[src/rtl/lock_pkg.sv]
// lock_pkg: shared definitions for the combination-lock sequencer.
//   - FSM state width and encoding (IDLE..SETPW); codes 6 and 7 are unused.
//   - BCD_MAX, the largest legal digit value.
//   - bcd_inc(): one-digit BCD increment with 9 -> 0 wrap.
package lock_pkg;

    localparam int STATE_W = 3;
    localparam int BCD_MAX = 9;

    localparam logic [STATE_W-1:0] ST_IDLE    = 3'd0;
    localparam logic [STATE_W-1:0] ST_ENTRY   = 3'd1;
    localparam logic [STATE_W-1:0] ST_CHECK   = 3'd2;
    localparam logic [STATE_W-1:0] ST_OPEN    = 3'd3;
    localparam logic [STATE_W-1:0] ST_LOCKOUT = 3'd4;
    localparam logic [STATE_W-1:0] ST_SETPW   = 3'd5;

    typedef enum logic [STATE_W-1:0] {
        S_IDLE    = ST_IDLE,
        S_ENTRY   = ST_ENTRY,
        S_CHECK   = ST_CHECK,
        S_OPEN    = ST_OPEN,
        S_LOCKOUT = ST_LOCKOUT,
        S_SETPW   = ST_SETPW
    } state_t;

    // Any value at or above BCD_MAX wraps to 0, so a digit can never leave 0..9.
    function automatic logic [3:0] bcd_inc(input logic [3:0] d);
        return (d >= 4'(BCD_MAX)) ? 4'd0 : d + 4'd1;
    endfunction

endpackage

[src/rtl/lock_digit_bank.sv]
// lock_digit_bank: NUM_DIGITS packed BCD digit registers, digit1 in [3:0].
// Ports:
//   clk, rst   clock and asynchronous active-high reset (value -> RESET_VAL)
//   clear      set all digits to 0 (highest priority)
//   load       load the whole bank from load_val
//   inc        BCD-increment the digit selected by inc_idx (lowest priority)
//   value      current packed contents
module lock_digit_bank
    import lock_pkg::*;
#(
    parameter int                        NUM_DIGITS = 8,
    parameter logic [4*NUM_DIGITS-1:0]   RESET_VAL  = '0
) (
    input  logic                         clk,
    input  logic                         rst,
    input  logic                         clear,
    input  logic                         load,
    input  logic [4*NUM_DIGITS-1:0]      load_val,
    input  logic                         inc,
    input  logic [2:0]                   inc_idx,
    output logic [4*NUM_DIGITS-1:0]      value
);

    logic [4*NUM_DIGITS-1:0] value_q;
    logic [4*NUM_DIGITS-1:0] value_d;

    always_comb begin
        value_d = value_q;
        if (clear) begin
            value_d = '0;
        end else if (load) begin
            value_d = load_val;
        end else if (inc) begin
            for (int i = 0; i < NUM_DIGITS; i++) begin
                if (inc_idx == 3'(i)) begin
                    value_d[4*i +: 4] = bcd_inc(value_q[4*i +: 4]);
                end
            end
        end
    end

    // NOTE: every flop here, including the whole digit array, has an async
    // reset value; the stored password must revert when rst is asserted.
    always_ff @(posedge clk or posedge rst) begin
        if (rst) begin
            value_q <= RESET_VAL;
        end else begin
            value_q <= value_d;
        end
    end

    assign value = value_q;

endmodule

[src/rtl/lock_sequencer.sv]
// lock_sequencer: controller for the NUM_DIGITS-digit combination lock.
// Sequences digit entry, code check, open, lockout and password change.
// Ports:
//   clk, rst         clock and asynchronous active-high reset
//   btn_next         strobe: advance cursor / submit (highest priority)
//   btn_set          strobe: enter password-change mode (acts only in OPEN)
//   btn_up           strobe: BCD-increment digit at cursor (lowest priority)
//   digits_showing   packed entry digits, digit1 in [3:0]
//   cursor           index of the digit being edited
//   state            current FSM state code
//   unlocked         high while in OPEN
//   alarm            high while in LOCKOUT
//   tries            consecutive failed attempts
module lock_sequencer
    import lock_pkg::*;
#(
    parameter int                        NUM_DIGITS     = 8,
    parameter int                        MAX_TRIES      = 3,
    parameter int                        OPEN_CYCLES    = 500,
    parameter int                        LOCKOUT_CYCLES = 1000,
    parameter logic [4*NUM_DIGITS-1:0]   DEFAULT_PW     = 32'h12345678
) (
    input  logic                         clk,
    input  logic                         rst,
    input  logic                         btn_next,
    input  logic                         btn_up,
    input  logic                         btn_set,
    output logic [4*NUM_DIGITS-1:0]      digits_showing,
    output logic [2:0]                   cursor,
    output logic [STATE_W-1:0]           state,
    output logic                         unlocked,
    output logic                         alarm,
    output logic [1:0]                   tries
);

    localparam int TIMER_MAX = (OPEN_CYCLES > LOCKOUT_CYCLES) ? OPEN_CYCLES : LOCKOUT_CYCLES;
    localparam int TIMER_W   = $clog2(TIMER_MAX + 1);

    localparam logic [2:0]         LAST_CURSOR = 3'(NUM_DIGITS - 1);
    localparam logic [TIMER_W-1:0] OPEN_LOAD   = TIMER_W'(OPEN_CYCLES);
    localparam logic [TIMER_W-1:0] LOCK_LOAD   = TIMER_W'(LOCKOUT_CYCLES);
    localparam logic [TIMER_W-1:0] TIMER_ONE   = TIMER_W'(1);

    state_t               state_q,  state_d;
    logic [2:0]           cursor_q, cursor_d;
    logic [1:0]           tries_q,  tries_d;
    logic [TIMER_W-1:0]   timer_q,  timer_d;

    logic                    entry_clear, entry_load, entry_inc;
    logic                    pw_load;
    logic [4*NUM_DIGITS-1:0] entry_value, pw_value;

    // Only the highest-priority strobe acts in a cycle; the rest are dropped.
    logic do_next, do_set, do_up;
    assign do_next = btn_next;
    assign do_set  = btn_set & ~btn_next;
    assign do_up   = btn_up  & ~btn_next & ~btn_set;

    lock_digit_bank #(
        .NUM_DIGITS (NUM_DIGITS),
        .RESET_VAL  ('0)
    ) u_entry (
        .clk      (clk),
        .rst      (rst),
        .clear    (entry_clear),
        .load     (entry_load),
        .load_val (pw_value),
        .inc      (entry_inc),
        .inc_idx  (cursor_q),
        .value    (entry_value)
    );

    lock_digit_bank #(
        .NUM_DIGITS (NUM_DIGITS),
        .RESET_VAL  (DEFAULT_PW)
    ) u_password (
        .clk      (clk),
        .rst      (rst),
        .clear    (1'b0),
        .load     (pw_load),
        .load_val (entry_value),
        .inc      (1'b0),
        .inc_idx  (3'd0),
        .value    (pw_value)
    );

    always_comb begin
        // NOTE: every signal written below gets a default first, so no path
        // through the case leaves one unassigned and no latch is inferred.
        state_d     = state_q;
        cursor_d    = cursor_q;
        tries_d     = tries_q;
        timer_d     = timer_q;
        entry_clear = 1'b0;
        entry_load  = 1'b0;
        entry_inc   = 1'b0;
        pw_load     = 1'b0;

        case (state_q)
            S_IDLE: begin
                if (do_next) begin
                    entry_clear = 1'b1;
                    cursor_d    = 3'd0;
                    state_d     = S_ENTRY;
                end
            end

            S_ENTRY, S_SETPW: begin
                if (do_next) begin
                    if (cursor_q != LAST_CURSOR) begin
                        cursor_d = cursor_q + 3'd1;
                    end else if (state_q == S_ENTRY) begin
                        state_d = S_CHECK;
                    end else begin
                        pw_load = 1'b1;
                        timer_d = OPEN_LOAD;
                        state_d = S_OPEN;
                    end
                end else if (do_up) begin
                    entry_inc = 1'b1;
                end
            end

            S_CHECK: begin
                if (entry_value == pw_value) begin
                    tries_d = 2'd0;
                    timer_d = OPEN_LOAD;
                    state_d = S_OPEN;
                end else if (int'(tries_q) + 1 < MAX_TRIES) begin
                    tries_d     = tries_q + 2'd1;
                    entry_clear = 1'b1;
                    cursor_d    = 3'd0;
                    state_d     = S_ENTRY;
                end else begin
                    tries_d = 2'd0;
                    timer_d = LOCK_LOAD;
                    state_d = S_LOCKOUT;
                end
            end

            S_OPEN: begin
                timer_d = timer_q - TIMER_ONE;
                if (do_next) begin
                    timer_d = '0;
                    state_d = S_IDLE;
                end else if (do_set) begin
                    timer_d    = '0;
                    entry_load = 1'b1;
                    cursor_d   = 3'd0;
                    state_d    = S_SETPW;
                end else if (timer_q == TIMER_ONE) begin
                    state_d = S_IDLE;
                end
            end

            S_LOCKOUT: begin
                timer_d = timer_q - TIMER_ONE;
                if (timer_q == TIMER_ONE) begin
                    state_d = S_IDLE;
                end
            end

            default: begin
                state_d = S_IDLE;
            end
        endcase
    end

    // NOTE: sequential state uses non-blocking assignments so every flop
    // samples the pre-edge values regardless of statement order.
    always_ff @(posedge clk or posedge rst) begin
        if (rst) begin
            state_q  <= S_IDLE;
            cursor_q <= 3'd0;
            tries_q  <= 2'd0;
            timer_q  <= '0;
        end else begin
            state_q  <= state_d;
            cursor_q <= cursor_d;
            tries_q  <= tries_d;
            timer_q  <= timer_d;
        end
    end

    assign digits_showing = entry_value;
    assign cursor         = cursor_q;
    assign state          = state_q;
    assign tries          = tries_q;
    assign unlocked       = (state_q == S_OPEN);
    assign alarm          = (state_q == S_LOCKOUT);

endmodule

[config.mk]
export PLATFORM = sky130hd
export DESIGN_NAME = lock_sequencer
export DESIGN_NICKNAME = d
export VERILOG_FILES = /design/src/rtl/lock_pkg.sv /design/src/rtl/lock_digit_bank.sv /design/src/rtl/lock_sequencer.sv
export SDC_FILE = /design/constraint.sdc
export NUM_CORES = 1
export LEC_CHECK = 0
export ABC_AREA = 1
export CAP_MARGIN = 20
export CORE_MARGIN = 4
export CORE_UTILIZATION = 52
export DETAILED_ROUTE_END_ITERATION = 6
export PLACE_DENSITY = 0.71
export SLEW_MARGIN = 10
export SYNTH_ARGS = -nofsm -noshare
export SYNTH_HDL_FRONTEND = slang
export SYNTH_SLANG_ARGS = --single-unit
export TNS_END_PERCENT = 30
[constraint.sdc]
create_clock -name clk -period 3.1 [get_ports clk]
set_input_delay 0.465 -clock clk [delete_from_list [all_inputs] [get_ports clk]]
set_output_delay 0.465 -clock clk [all_outputs]
set_load 0.005 [all_outputs]
Word level (Yosys, flattened, before mapping)
Index checks and enable logic that the tools add are counted.
{ "word_totals": {"word_cells": 150, "register_bits": 82, "output_inout_bits": 42} }
{ "classes": {"reduce_logical": 25, "order_cmp": 9, "n_eq_ne": 25, "mux": 61, "n_addsub": 12, "bitwise_logic": 5} }
{ "ops": {"columns": ["op", "count"], "rows": [
  ["32-bit two-way mux", 3],
  ["10-bit two-way mux", 7],
  ["4-bit two-way mux", 16],
  ["3-bit two-way mux", 15],
  ["10-bit one-hot mux with 4 select lines", 1],
  ["4-bit by 1-bit adder with 4-bit output (second input constant)", 8],
  ["32-bit == test", 1],
  ["4-bit >= comparator (second input constant)", 8],
  ["3-bit nonzero test", 9],
  ["3-bit == test (second input constant)", 6],
  ["2-bit inequality test (second input constant)", 8],
  ["2-bit AND reduction", 8],
  ["3-bit one-hot mux with 5 select lines", 1],
  ["1-bit two-way mux", 14],
  ["3-bit by 2-bit == test with 1-bit output (second input constant)", 4],
  ["3-bit one-hot mux with 4 select lines", 1],
  ["10-bit by 1-bit == test with 1-bit output (second input constant)", 1],
  ["10-bit by 1-bit subtractor with 10-bit output (second input constant)", 1],
  ["8-bit AND reduction", 1],
  ["4-bit nonzero test", 2],
  ["3-bit by 1-bit == test with 1-bit output (second input constant)", 2],
  ["3-bit logical NOT", 2],
  ["3-bit inequality test (second input constant)", 2],
  ["5-bit AND reduction", 1],
  ["other kinds (11)", 15]
]} }

Longest topological paths before layout
Gate-level depths: netlist (run 1).
{ "logic_depth": {"word_depth": 9, "depth_mapped": 13, "ltp_nobuf": 13} }

Hierarchy
Synthesis (run 1) repeated with hierarchy kept, for this count alone.
{ "unflattened": {"cells_unflattened": 1008, "area_unflattened_um2": 6790.3} }
{ "modules_own_cells": {"columns": ["module", "cells_per_inst", "n_inst", "seq_area_each_um2", "area_per_inst_um2"], "rows": [
  ["lock_digit_bank at u_password", 365, 1, 817.0, 2547.4],
  ["lock_digit_bank at u_entry", 365, 1, 800.8, 2531.2],
  ["lock_sequencer", 278, 1, 450.4, 1711.6]
]} }

Least setup slack after synthesis (run 1)
OpenSTA, ideal clock, no wires.
{ "synth_path": {"kind": "register -> register", "startpoint": "reg cursor_q[0], in the netlist cursor[0]", "endpoint": "reg u_password.value_q[7], in the netlist u_password.value[7]", "arrival_time_ns": 1.487, "synth_period_minus_slack_ns": 1.613, "path_stages_with_launch": 8, "required_time_ns": 2.974, "slack_ns": 1.487, "cell_sequence": "dfrtp_1 -> ha_1 -> ha_1 -> inv_1 -> nor3_4 -> buf_2 -> buf_2 -> o21ai_0"} }
{ "synth_between": {"elab_chain_cells": 4} }
{ "synth_lines": {"columns": ["element", "line_no", "rtl"], "rows": [
  ["start: declaration", "lock_sequencer.sv:45", "logic [2:0] cursor_q, cursor_d;"],
  ["start signal: assignment", "lock_sequencer.sv:179", "cursor_q <= cursor_d;"],
  ["3-bit inequality test", "lock_sequencer.sv:110", "if (cursor_q != LAST_CURSOR) begin"],
  ["1-bit two-way mux", "lock_sequencer.sv:110", null],
  ["1-bit two-way mux", "lock_sequencer.sv:109", "if (do_next) begin"],
  ["1-bit two-way mux", "lock_sequencer.sv:99", "case (state_q)"],
  ["end signal: assignment", "lock_digit_bank.sv:48", "value_q <= value_d;"],
  ["end: declaration", "lock_digit_bank.sv:24", "logic [4*NUM_DIGITS-1:0] value_q;"]
]} }
Every way passes these cells.
A chain may end at the register's enable or synchronous reset.

Worst setup path after layout (run 1)
{ "layout_path": {"startpoint": "reg state_q[1], in the netlist state[1]", "endpoint": "out alarm"} }
{ "layout_between": {"elab_chain_cells": 1} }
{ "layout_lines": {"columns": ["element", "line_no", "rtl"], "rows": [
  ["start: declaration", "lock_sequencer.sv:44", "state_t state_q, state_d;"],
  ["start signal: assignment", "lock_sequencer.sv:178", "state_q <= state_d;"],
  ["3-bit == test", "lock_sequencer.sv:190", "assign alarm = (state_q == S_LOCKOUT);"],
  ["end: declaration", "lock_sequencer.sv:32", "output logic alarm,"]
]} }
Every way passes these cells.

==> results of run 1 <==
-- cells in the mapped netlist, types with 8 or more instances --
library cell	number	area share
nor2_2	8	0.0092
dfstp_2	13	0.063
o22ai_1	19	0.022
nand4_1	34	0.039
nand2_1	184	0.13
dfrtp_1	69	0.32
o21ai_0	56	0.051
nand3_1	26	0.024
nor2_1	31	0.021
inv_1	81	0.056
xnor2_1	32	0.051
ha_1	32	0.073
o2111ai_1	32	0.051
clkbuf_1	12	0.0082
xor2_1	10	0.016
buf_2	14	0.013
-- power groups by stage --
| stage | clock network, W | registers, W | logic [W] |
|---|---|---|---|
| 2_1_floorplan | 0 | 0.00154 | 0.00119 |
| 3_3_place_gp | 0 | 0.00160 | 0.00164 |
| 3_5_place_dp | 0 | 0.00160 | 0.00167 |
| 4_1_cts | 0.000740 | 0.00159 | 0.00168 |
| 5_1_grt | 0.000785 | 0.00163 | 0.00190 |
| 6_report | 0.000712 | 0.00159 | 0.00167 |
-- worst max-delay path, stage by stage, from the launching register on --
cell and delay, ns:
dfrtp_1 0.45, inv_1 0.14, nand2_1 0.09, nor2_1 0.23, clkdlybuf4s50_1 0.56
-- area by class of cell --
class / count / area (um2) / share of cell area
Clock buffer: 14 / 163 / 0.0263
Clock inverter: 2 / 12.5 / 0.00202
Inverter: 88 / 332 / 0.0535
Multi-Input combinational cell: 498 / 2910 / 0.470
Sequential cell: 82 / 2070 / 0.334
Tap cell: 136 / 170 / 0.0275
Timing Repair Buffer: 53 / 538 / 0.0869
-- registers in the layout, summed over array words and instances (netlist names) --
name,flops
u_entry.value,32
u_password.value,32
timer_q,10
cursor,3
state,3
tries,2
-- logic make-up after synthesis --
family / Yosys count / synth area share
AND/OR/NAND/NOR: 300 / 0.248
AO/OA/AOI/OAI: 124 / 0.144
buffers and inverters: 118 / 0.0891
flip-flops: 82 / 0.379
XOR/XNOR: 42 / 0.0673
adder cells (fa/ha/maj): 32 / 0.0733
-- per-stage QoR --
stage	hold slack [ns]	utilization	total power, W	cell area (um2)
2_1_floorplan	0.484	-	0.00273	5460
6_report	0.497	0.603	0.00397	6190
5_1_grt	0.529	0.603	0.00432	6190
4_1_cts	0.520	0.603	0.00401	6190
3_5_place_dp	0.509	0.585	0.00328	6020
3_3_place_gp	0.495	0.585	0.00324	6020
-- per-layer routing --
layer / GRT usage / routed length (um) / vias up
met5: 0 / 0 / -
met4: 0.0846 / 186 / 0
met2: 0.324 / 5810 / 134
li1: - / - / 2401
met3: 0.0274 / 540 / 15
met1: 0.283 / 5800 / 2275
-- worst paths after layout --
path	start	end	slack (ns)
max	state[1]$_DFFE_PP0P_	alarm	0.83
min	rst	timer_q[0]$_DFFE_PP0P_	0.50
max reg2reg	u_entry.value[29]$_DFFE_PP0P_	timer_q[1]$_DFFE_PP0P_	0.86
min reg2reg	u_password.value[4]$_DFFE_PP1P_	u_password.value[4]$_DFFE_PP1P_	0.52
max in group asynchronous	rst	u_password.value[9]$_DFFE_PP1P_	2.20
min in group clk	u_password.value[4]$_DFFE_PP1P_	u_password.value[4]$_DFFE_PP1P_	0.52
==> results.yml, run 1 <==
sta:
  finalSetupViolations: 0
  slew-limit-headroom: 0.583
  setup_slack_ns: 0.825
  finalCritPeriodShare: 0.734
  setup-tns-final_ns: 0
  hold_viol_final: 0
  fmax_ghz: 0.440
  worst_slew_pin_slew_ns: 0.620
  slew_viol_final: 0
  min_period_ns: 2.27
  rsz0062_at_grt: "false"
  skew_ns: 0.0114
cells_and_area:
  final_nets: 769
  area_growth_pct: 13.3
  layout_commonest_cell: "nand2_1"
  final_cell_mix: "nand2_1 (184), inv_1 (80), dfrtp_1 (69)"
  antennaDiodeCount: 0
  fill_cells: 957
  fin_cells: 873
  drive_above_1_share: 0.0841
place:
  place_congestion: 0.874
  port_buffers: 46
  dp_hpwl_um: 8540
  dp_slack_ns: 0.823
  place_inst: 857
clock_tree:
  cts_resized: 0
  holdBufCountCts: 0
  htree_num_levels: 3
  postCtsSetupBuffers: 0
  cts-buffers-inserted: 9
  ctsLongestPathBuffers: 2
  cts_sinks: 82
  clockRootBuffer: "clkbuf_8"
  clk_latency_ns: 0.35
  clk_pin_slew_ns: 0.08
  cts_tree: "built"
worst_setup_path:
  worstPathArrival_ns: 1.81
  reg2regPathDepth: 12
  end_kind: "output pin"
  worst-path-max-fanout: 4
  worstSetupPathType: "flop to output pin"
  crit_required_ns: 2.63
  setup.worst_path.start_class: "flop"
floorplan:
  fp.coreArea_mm2: 0.0103
  dieArea_mm2: 0.0122
  die_y_um: 111
  die_w_um: 111
  pin_count: 47
  core.rowCount: 37
  start_util: 0.532
yosys:
  synthDistinctLibCells: 33
  synth_area_mm2: 0.00546
  ys_ff_latch: 82
  async_flop_share: 1.00
  synth-main-ff-cell: "dfrtp_1"
  postSynthAreaPerCell_um2: 7.83
  ys_seq_area_frac: 0.379
  ys_warn_count: 0
  syn_inst: 698
  synth_nets: 735
  synth_edf_count: 0
global_route:
  grt_max_degree: 83
  grt.total_usage: 0.205
  grt_pass1_vias: 4593
  grt_first_pass_wirelength_um: 21300
  overflow: 0
  antenna_found_initial: 0
detailed_routing:
  finalWirelength_um: 12300
  dr.first_iter.drc_count: 343
  vias: 4825
  first_pass_iters: 5
  via_per_inst: 5.53
  drc: 0
  ant_nets: 0
  post_drt_wl_per_cell_um: 14.1
power_and_ir_drop:
  peakVddDrop_mv: 0.478
  power_frac_comb: 0.420
  powerDensity_mw_per_mm2: 642
  pwr-share-seq: 0.401
  switchingPower_w: 0.00167
  pwr-share-clk: 0.179
  p_leak_nw: 2.85
  swShare: 0.419
  p_int_w: 0.00231
run_status:
  status: "finished, final reports clean"
min_path:
  hold_path.class: "input pin to asynchronous set/reset pin"
job:
  drv_cap: 0
Note: power is estimated with default switching activity, not from simulation.
==> run 2: changes to the inputs <==
- PLACE_DENSITY: 0.71 -> 0.74
- clock period: 3.1 -> 1.88 ns (I/O delays scaled with it)
==> run 2 against run 1 <==
Against the previous run:
- the run now ends with setup timing left
- critical path depth up 7
- power up 94%
- flip-flop and latch count unchanged
- register-to-register slack worse by 0.90 ns
- final cell count up 8.6%
- via count up 7.9%
- setup slack worse by 0.87 ns
- first-iteration DRC count up 2.3%
- combinational power up 130%
- critical endpoint is now u_entry.value[28]$_DFFE_PP0P_
==> results.yml, run 2 (synthesis results as in run 1) <==
worst_setup_path:
  crit_required_ns: 2.18
  endpoint: "u_entry.value[28]$_DFFE_PP0P_"
  reg2regPathDepth: 11
  setup.worst_path.start_class: "flop"
  r2r_end: "u_entry.value[28]$_DFFE_PP0P_"
  crit_start: "u_password.value[18]$_DFFE_PP1P_"
  r2r_slack_ns: -0.04
  worstSetupPathType: "flop to flop"
  worst-path-max-fanout: 10
  worstPathArrival_ns: 2.22
  rr_startpoint: "u_password.value[18]$_DFFE_PP1P_"
  end_kind: "flop"
detailed_routing:
  via_per_inst: 5.49
  finalWirelength_um: 13900
  first_pass_iters: 5
  vias: 5204
  post_drt_wl_per_cell_um: 14.6
  drc: 0
  dr.first_iter.drc_count: 351
  ant_nets: 0
job:
  drv_cap: 0
power_and_ir_drop:
  p_leak_nw: 3.34
  powerDensity_mw_per_mm2: 1110
  peakVddDrop_mv: 0.914
cells_and_area:
  fin_area_mm2: 0.00697
  fin_cells: 948
  final_nets: 844
  final_cell_mix: "nand2_1 (180), inv_1 (78), buf_4 (70)"
  fin_util: 0.678
  antennaDiodeCount: 0
  area_growth_pct: 27.5
  layout_commonest_cell: "nand2_1"
  drive_above_1_share: 0.186
clock_tree:
  clk_latency_ns: 0.36
  cts_tree: "built"
  cts-buffers-inserted: 9
  clk_pin_slew_ns: 0.09
  holdBufCountCts: 0
  ctsLongestPathBuffers: 2
  clockRootBuffer: "clkbuf_8"
  cts_sinks: 82
  htree_num_levels: 3
global_route:
  grt.total_usage: 0.224
  antenna_found_initial: 0
  overflow: 0
  grt_max_degree: 33
  grt_first_pass_wirelength_um: 23100
  grt_pass1_vias: 5006
sta:
  slew_viol_final: 0
  rsz0062_at_grt: "true"
  setup_slack_ns: -0.0444
  slew-limit-headroom: 0.715
  worst_slew_pin_slew_ns: 0.423
  finalCritPeriodShare: 1.02
  min_period_ns: 1.92
  fmax_ghz: 0.520
  skew_ns: 0.00663
  finalSetupViolations: 19
  hold_viol_final: 0
  hold-worst-slack_ns: 0.257
floorplan:
  dieArea_mm2: 0.0122
  core.rowCount: 37
  die_y_um: 111
  die_w_um: 111
  fp.coreArea_mm2: 0.0103
  pin_count: 47
  start_util: 0.532
run_status:
  violations: "setup timing"
  status: "finished with violations"
place:
  place_inst: 922
  place_congestion: 0.884
  dp_slack_ns: -0.0655
  dp_hpwl_um: 9920
  placed_area_mm2: 0.00656
  port_buffers: 46
min_path:
  hold_path.class: "input pin to asynchronous set/reset pin"
==> run 2: how the worst min path moves through the flow <==
stage | start | to | slack, ns
after global routing | rst | u_password.value[7]$_DFFE_PP0P_ | 0.27
final | rst | u_password.value[0]$_DFFE_PP0P_ | 0.26
after CTS | rst | u_entry.value[10]$_DFFE_PP0P_ | 0.26
after global placement | u_password.value[4]$_DFFE_PP1P_ | u_password.value[4]$_DFFE_PP1P_ | 0.50
after floorplan | u_password.value[10]$_DFFE_PP1P_ | u_password.value[10]$_DFFE_PP1P_ | 0.48
after detailed placement | u_password.value[4]$_DFFE_PP1P_ | u_password.value[4]$_DFFE_PP1P_ | 0.51
==> run 2: report_power, final <==
group / internal, W / switching, W / total [W]
combinational: 0.00175 / 0.00210 / 0.00385
clock: 0.000781 / 0.000666 / 0.00145
sequential: 0.00209 / 0.000313 / 0.00241
==> run 2: final cells by class <==
cell class / count / area (um2)
Clock inverter: 5 / 77.6
Clock buffer: 11 / 141
Fill cell: 857 / 3310
Inverter: 88 / 339
Sequential cell: 82 / 2070
Multi-Input combinational cell: 498 / 2960
Timing Repair Buffer: 128 / 1200
Tap cell: 136 / 170
==> run 2: what timing repair did <==
action	CTS	global route
cloned	0	3
endpoints found under the setup margin	13	48
buffers inserted	4	3
gates resized for setup	5	22
pin swaps	0	8
==> run 2: worst max-delay path: stages, from the launching register on <==
cell,delay [ns]
dfstp_2,0.56
xnor2_2,0.11
nand2_1,0.07
nor2_1,0.12
nand2_1,0.10
nor2_4,0.18
nand2_4,0.10
a21oi_4,0.17
buf_12,0.15
buf_12,0.13
nand4_1,0.10
nand2_1,0.08
==> run 2: metrics by stage <==
stage	power [W]	setup TNS, ns
after floorplan	0.00451	0
after global placement	0.00572	-0.0337
after detailed placement	0.00585	-0.164
after CTS	0.00740	-0.0339
after global routing	0.00822	-2.59
final	0.00770	-0.262
==> run 2: per-layer routing <==
layer / track usage / vias to the layer above / routed length [um] / part of all wire
met2: 0.374 / 168 / 6750 / 0.49
met5: 0 / - / 0 / 0
met4: 0.0846 / 0 / 360 / 0.026
li1: - / 2551 / - / -
met3: 0.0329 / 34 / 615 / 0.044
met1: 0.294 / 2451 / 6150 / 0.44
